`src/rtl/reaction_pkg.sv`:
```
// Shared state codes for the reaction-timer datapath and the controller's internal FSM encoding.
package reaction_pkg;

  localparam logic [1:0] ST_IDLE    = 2'd0;
  localparam logic [1:0] ST_DELAY   = 2'd1;
  localparam logic [1:0] ST_TIMING  = 2'd2;
  localparam logic [1:0] ST_DISPLAY = 2'd3;

  typedef enum logic [2:0] {
    S_IDLE,
    S_DELAY,
    S_TIMING,
    S_DISPLAY,
    S_FOUL
  } fsm_t;

endpackage

```
`src/rtl/key_sync.sv`:
```
// Active-low pushbutton conditioner: 2-FF synchronizer plus falling-edge detect, one pulse per press.
module key_sync (
  input  logic Clock,
  input  logic Resetn,
  input  logic keyn,
  output logic pulse
);

  logic sync_p0;
  logic sync_p1;
  logic prev_p2;

  // All flops rest at 1 (released) so a key held through reset still yields one press.
  always_ff @(posedge Clock) begin
    if (!Resetn) begin
      sync_p0 <= 1'b1;
      sync_p1 <= 1'b1;
      prev_p2 <= 1'b1;
    end else begin
      sync_p0 <= keyn;
      sync_p1 <= sync_p0;
      prev_p2 <= sync_p1;
    end
  end

  assign pulse = prev_p2 & ~sync_p1;

endmodule

```
`src/rtl/reaction_ctrl.sv`:
```
// Reaction-timer sequencer: turns Start/React keys and FLAG into the datapath state code, with foul and timeout.
module reaction_ctrl
  import reaction_pkg::*;
#(
  parameter int MAX_TIME  = 99,
  parameter int FOUL_HOLD = 100
) (
  input  logic       Clock,
  input  logic       Resetn,
  input  logic       StartKn,
  input  logic       ReactKn,
  input  logic       FLAG,
  output logic [1:0] state,
  output logic       Foul,
  output logic       Timeout,
  output logic       Busy
);

  localparam int TW = $clog2(MAX_TIME + 1);
  localparam int FW = $clog2(FOUL_HOLD + 1);
  localparam logic [TW-1:0] T_LAST = TW'(MAX_TIME - 1);
  localparam logic [FW-1:0] F_LAST = FW'(FOUL_HOLD - 1);

  logic start_p;
  logic react_p;

  key_sync u_start (
    .Clock  (Clock),
    .Resetn (Resetn),
    .keyn   (StartKn),
    .pulse  (start_p)
  );

  key_sync u_react (
    .Clock  (Clock),
    .Resetn (Resetn),
    .keyn   (ReactKn),
    .pulse  (react_p)
  );

  fsm_t          fsm;
  logic [TW-1:0] tcnt;
  logic [FW-1:0] fcnt;

  always_ff @(posedge Clock) begin
    if (!Resetn) begin
      fsm     <= S_IDLE;
      tcnt    <= '0;
      fcnt    <= '0;
      state   <= ST_IDLE;
      Foul    <= 1'b0;
      Timeout <= 1'b0;
      Busy    <= 1'b0;
    end else begin
      case (fsm)
        S_IDLE: begin
          if (start_p) begin
            fsm   <= S_DELAY;
            state <= ST_DELAY;
            Busy  <= 1'b1;
          end
        end
        // An early React beats a FLAG arriving in the same cycle.
        S_DELAY: begin
          if (react_p) begin
            fsm   <= S_FOUL;
            fcnt  <= '0;
            state <= ST_IDLE;
            Foul  <= 1'b1;
            Busy  <= 1'b0;
          end else if (FLAG) begin
            fsm   <= S_TIMING;
            tcnt  <= '0;
            state <= ST_TIMING;
          end
        end
        // tcnt counts cycles already presented as state 2, so the last one is MAX_TIME-1.
        S_TIMING: begin
          if (react_p || tcnt == T_LAST) begin
            fsm     <= S_DISPLAY;
            state   <= ST_DISPLAY;
            Busy    <= 1'b0;
            Timeout <= ~react_p;
          end else begin
            tcnt <= tcnt + 1'b1;
          end
        end
        S_DISPLAY: begin
          if (start_p) begin
            fsm     <= S_IDLE;
            state   <= ST_IDLE;
            Timeout <= 1'b0;
          end
        end
        S_FOUL: begin
          if (fcnt == F_LAST) begin
            fsm  <= S_IDLE;
            Foul <= 1'b0;
          end else begin
            fcnt <= fcnt + 1'b1;
          end
        end
        default: begin
          fsm     <= S_IDLE;
          state   <= ST_IDLE;
          Foul    <= 1'b0;
          Timeout <= 1'b0;
          Busy    <= 1'b0;
        end
      endcase
    end
  end

endmodule

```
`config.mk`:
```
export PLATFORM = sky130hd
export DESIGN_NAME = reaction_ctrl
export DESIGN_NICKNAME = d
export VERILOG_FILES = /design/src/rtl/reaction_pkg.sv /design/src/rtl/key_sync.sv /design/src/rtl/reaction_ctrl.sv
export SDC_FILE = /design/constraint.sdc
export NUM_CORES = 1
export LEC_CHECK = 0
export BUFFER_PORTS_ARGS = -buffer_cell sky130_fd_sc_hd__buf_2
export CORE_ASPECT_RATIO = 0.7
export CORE_MARGIN = 2
export CORE_UTILIZATION = 42
export CTS_CLUSTER_DIAMETER = 40
export CTS_CLUSTER_SIZE = 40
export DETAILED_ROUTE_END_ITERATION = 10
export HOLD_SLACK_MARGIN = 0.15
export MAX_ROUTING_LAYER = met4
export PLACE_DENSITY = 0.65
export SETUP_SLACK_MARGIN = 0.5
export SYNTH_ARGS = -nofsm -noshare
export SYNTH_HDL_FRONTEND = slang
export SYNTH_SLANG_ARGS = --single-unit
```
`constraint.sdc`:
```
create_clock -name Clock -period 3.55 [get_ports Clock]
set_input_delay 0.1775 -clock Clock [delete_from_list [all_inputs] [get_ports Clock]]
set_output_delay 0.1775 -clock Clock [all_outputs]
set_load 0.01 [all_outputs]
```
==> out/results.md <==
| Stage | Metric | Value |
| --- | --- | --- |
| outcome | Result of the run | complete, no violations |
| pwr | Net switching fraction of the power | 0.2549 |
| floorplan | Count of pins on the block boundary | 10 |
| job | Count of max-cap constraint violations | 0 |
| grt | First-pass GRT wire length | 4747 µm |
| worst setup path | Worst Path Class, Setup | reg2reg |
| synthesis | Avg Cell Area, Syn | 8.668 µm² |
| clocking | Resized cells post-CTS | 0 |
| synthesis | Asr flop ratio synth | 0 |
| synthesis | Nets in the synthesized netlist | 160 |
| synthesis | Dominant combinational cell family by area after synthesis | simple AND/OR/NAND/NOR gates |
| place | DP Wirelength | 1917 µm |
| synthesis | Xor-xnor portion of the synthesized cell area | 0.06648 |
| worst setup path | Crit start category | register |
| timing | RSZ-0062 raised after global routing | false |
| drt | DRT Wirelength | 2628 µm |
| timing | Final hold slack | 182.6 ps |
| timing | Post-route clock period utilization | 0.5931 |
| synthesis | Yosys reg bits | 28 |
| timing | Max-slew violation count | 0 |
| worst setup path | Startpoint of the lowest-slack register-to-register path | fsm[2]$_SDFFE_PN0P_ |
| pwr | Logic pwr share | 0.159 |
| synthesis | Mux cell area share after synthesis | 0.007597 |
| synthesis | Distinct cell type count of the synthesized netlist | 36 |
| floorplan | Vert. Die Dim | 50.86 µm |
| place | Number of port buffers | 9 |
| synthesis | Number of enable-type register cells in the synthesized netlist | 0 |
| grt | Antenna violations before repair | 0 |
| pwr | Leakage power figure | 0.0005531 µW |
| drt | Length of the first detailed-routing pass in iterations | 4 |
| grt | Overall global routing resource usage | 0.1691 |
| worst setup path | Setup slack of the most critical reg-to-reg path | 1440 ps |
| drt | Via density | 5.424 |
| cells and area | Layout cells sized above 1 | 0.09877 |
| floorplan | Effective utilization at floorplan | 0.4570 |
| timing | Highest clock frequency the design can meet | 474.9 MHz |
| worst setup path | WP data arrival | 2320 ps |
| timing | Final setup violation count | 0 |
| cells and area | Commonest non-fill, non-tap cells in the layout | sky130_fd_sc_hd__dfxtp_1 (28), sky130_fd_sc_hd__nor2_1 (16), sky130_fd_sc_hd__nand2b_1 (12) |
| cells and area | Diode count | 0 |
| drt | Number of routed nets with antenna violations | 0 |
| clocking | Clock-pin transition on the worst setup and hold timing paths | 90 ps |
| worst setup path | Critical path capture point | fcnt[6]$_SDFFE_PN0P_ |
| clocking | Clk_lat worst skew | 270 ps |
| pwr | Peak supply drop | 0.2151 mV |
| synthesis | Simple-gate share of the synthesized area | 0.2697 |
| pwr | Power per cell area | 483.4 mW/mm² |
| drt | Detailed-route via count | 1074 |
| clocking | Clock tree from TritonCTS | done |
| timing | Max-slew headroom at the worst pin | 0.4999 |
| clocking | Number of sinks driven by the clock tree | 28 |
| place | GP Congestion | 0.8808 |
| floorplan | Width of the die | 70.94 µm |
| worst setup path | Type of destination of the critical path | register |
| floorplan | Die Outline Area | 0.003608 mm² |
| grt | Largest net degree at the start of global routing | 17 |
| cells and area | Commonest non-fill, non-tap cell in the layout | sky130_fd_sc_hd__dfxtp_1 |
| pwr | Share of total power in the clock network | 0.344 |
| drt | Number of violations reported at the end of detailed-routing iteration 0 | 90 |
| drt | Number of remaining DRC errors | 0 |
| timing | Minimum period implied by the final worst setup slack | 2106 ps |
| hold path | Kind of path behind the tightest hold check | in2reg |
| worst setup path | End of the worst register-to-register path | fcnt[6]$_SDFFE_PN0P_ |
| timing | Worst slew pin tran | 744.5 ps |
| timing | Number of endpoints with negative hold slack in the final report | 0 |
| pwr | Cell Int Power | 532.2 µW |
| synthesis | Number of cells produced by synthesis | 152 |
| timing | Setup TNS after final layout | 0 ps |
| synthesis | Most used flip-flop cell after synthesis | sky130_fd_sc_hd__dfxtp_1 |
| drt | Routed wirelength normalized by instance count | 13.27 µm |
| clocking | # H-tree levels | 1 |
| cells and area | Area delta synth->final | 12.16% |
| pwr | Sw power | 182.1 µW |
| synthesis | Number of synthesis warnings | 0 |
| worst setup path | Largest fanout on the critical path | 16 |
| synthesis | Sequential fraction of the synthesis area | 0.4255 |
| cells and area | Number of nets in the finished design | 171 |
| worst setup path | Setup crit start | fsm[2]$_SDFFE_PN0P_ |
| floorplan | Standard cell core area | 0.002883 mm² |
| synthesis | Adder-cell share of the synthesized area | 0.02849 |
| synthesis | Area fraction in compound gates after synthesis | 0.1690 |
| grt | Vias in the first global route | 1050 |
| clocking | Max Root-Sink Buffers | 2 |
| pwr | Sequential group share of total power | 0.497 |
| floorplan | Floorplan row count | 16 |
| clocking | Library cell used as clock root buffer | sky130_fd_sc_hd__clkbuf_8 |
| timing | Setup Skew | 1.746 ps |
| worst setup path | R2R depth | 5 |
| synthesis | Netlist area before placement | 0.001318 mm² |
| grt | GRT overflow | 0 |
| cells and area | Filler Cells Inserted | 287 |
| worst setup path | Endpoint required time on the critical path | 3760 ps |
| clocking | Num CTS Buffers | 3 |
## per-stage QoR
step | setup WS [ps] | power, µW | utilization | std cells | area, µm²
finish | 1444 | 714.3 | 0.5126 | 198 | 1478
detailed placement | 1460 | 473.2 | 0.4809 | 192 | 1386
floorplan | 1635 | 443.9 | - | 152 | 1318
global placement | 1500 | 471.0 | 0.4809 | 192 | 1386
CTS | 1444 | 721.6 | 0.5126 | 198 | 1478
global route | 1273 | 755.3 | 0.5126 | 198 | 1478
## worst max-delay path: stages (launching register included)
cell and delay [ps]:
sky130_fd_sc_hd__dfxtp_1 600, sky130_fd_sc_hd__or3b_2 490, sky130_fd_sc_hd__a31oi_1 460, sky130_fd_sc_hd__o2111ai_1 210, sky130_fd_sc_hd__xor2_1 190, sky130_fd_sc_hd__nor2_1 90
## registers in the layout, summed over array words and instances (netlist names), 2 cells and up
signal	flops
fcnt	7
tcnt	7
fsm	3
state	2
## cells by family (layout without fill, tap and decap cells)
family,after synthesis,count (layout)
compound gates,34,34
xor+xnor,10,10
simple gates,65,65
buf+inv,11,21
mux,1,1
flops,28,28
fa+ha+maj,3,3
## layer usage
| layer | global-route usage | vias up | routed length, µm |
|---|---|---|---|
| met5 | - | - | 0 |
| met4 | 0.02516 | 0 | 7 |
| met3 | 0.04734 | 2 | 84 |
| met2 | 0.2477 | 13 | 1095 |
| met1 | 0.2390 | 497 | 1441 |
| li1 | - | 562 | - |
## synthesized netlist by cell type (2+ instances only)
library cell | number | area (µm²)
sky130_fd_sc_hd__o2111ai_1 | 2 | 17.52
sky130_fd_sc_hd__dfxtp_1 | 28 | 560.5
sky130_fd_sc_hd__nand2b_1 | 12 | 75.07
sky130_fd_sc_hd__a31oi_1 | 2 | 12.51
sky130_fd_sc_hd__inv_1 | 5 | 18.77
sky130_fd_sc_hd__nor2_1 | 16 | 60.06
sky130_fd_sc_hd__or3_1 | 3 | 18.77
sky130_fd_sc_hd__ha_1 | 3 | 37.54
sky130_fd_sc_hd__nand3_1 | 7 | 35.03
sky130_fd_sc_hd__a21oi_1 | 11 | 55.05
sky130_fd_sc_hd__nor4_1 | 2 | 12.51
sky130_fd_sc_hd__o21ai_0 | 6 | 30.03
sky130_fd_sc_hd__clkbuf_1 | 3 | 11.26
sky130_fd_sc_hd__buf_2 | 2 | 10.01
sky130_fd_sc_hd__xor2_1 | 5 | 43.79
sky130_fd_sc_hd__a211o_1 | 2 | 17.52
sky130_fd_sc_hd__nand2_1 | 7 | 26.28
sky130_fd_sc_hd__nor3_1 | 3 | 15.01
sky130_fd_sc_hd__xnor2_1 | 5 | 43.79
sky130_fd_sc_hd__and3_1 | 3 | 18.77
sky130_fd_sc_hd__a211oi_1 | 5 | 37.54
sky130_fd_sc_hd__nor2b_1 | 4 | 25.02
sky130_fd_sc_hd__nor3b_1 | 3 | 22.52
## power by group through the flow
stage	registers [µW]	logic, µW	clock network (µW)
detailed placement	362	111	0
CTS	355	113	254
floorplan	356	88.2	0
finish	355	114	246
global placement	362	109	0
global route	359	128	269
## area by class of cell
type                            instances  area, µm²  share of cell area
Tap cell                               36      45.04             0.03048
Inverter                                6      22.52             0.01524
Timing Repair Buffer                   11      65.06             0.04403
Clock inverter                          1      30.03             0.02032
Clock buffer                            3      41.29             0.02794
Multi-Input combinational cell        113      713.2              0.4826
Sequential cell                        28      560.5              0.3793
## timing repair
action,in CTS,in global routing
endpoints found under the setup margin,0,0
buffers inserted,0,0
endpoints found under the hold margin,2,0
hold buffers,2,0
## worst min-delay path by stage
stage	start	end	slack, ps	depth (start not counted)
after global routing	Resetn	u_start.prev_p2$_SDFF_PN1_	180	2
after detailed placement	ReactKn	u_react.sync_p0$_SDFF_PN1_	360	2
after floorplan	ReactKn	u_react.sync_p0$_SDFF_PN1_	280	1
final	Resetn	u_start.sync_p0$_SDFF_PN1_	180	2
after global placement	ReactKn	u_react.sync_p0$_SDFF_PN1_	360	2
after CTS	Resetn	u_react.sync_p1$_SDFF_PN1_	180	2
Power figures use the tool's default switching activity.
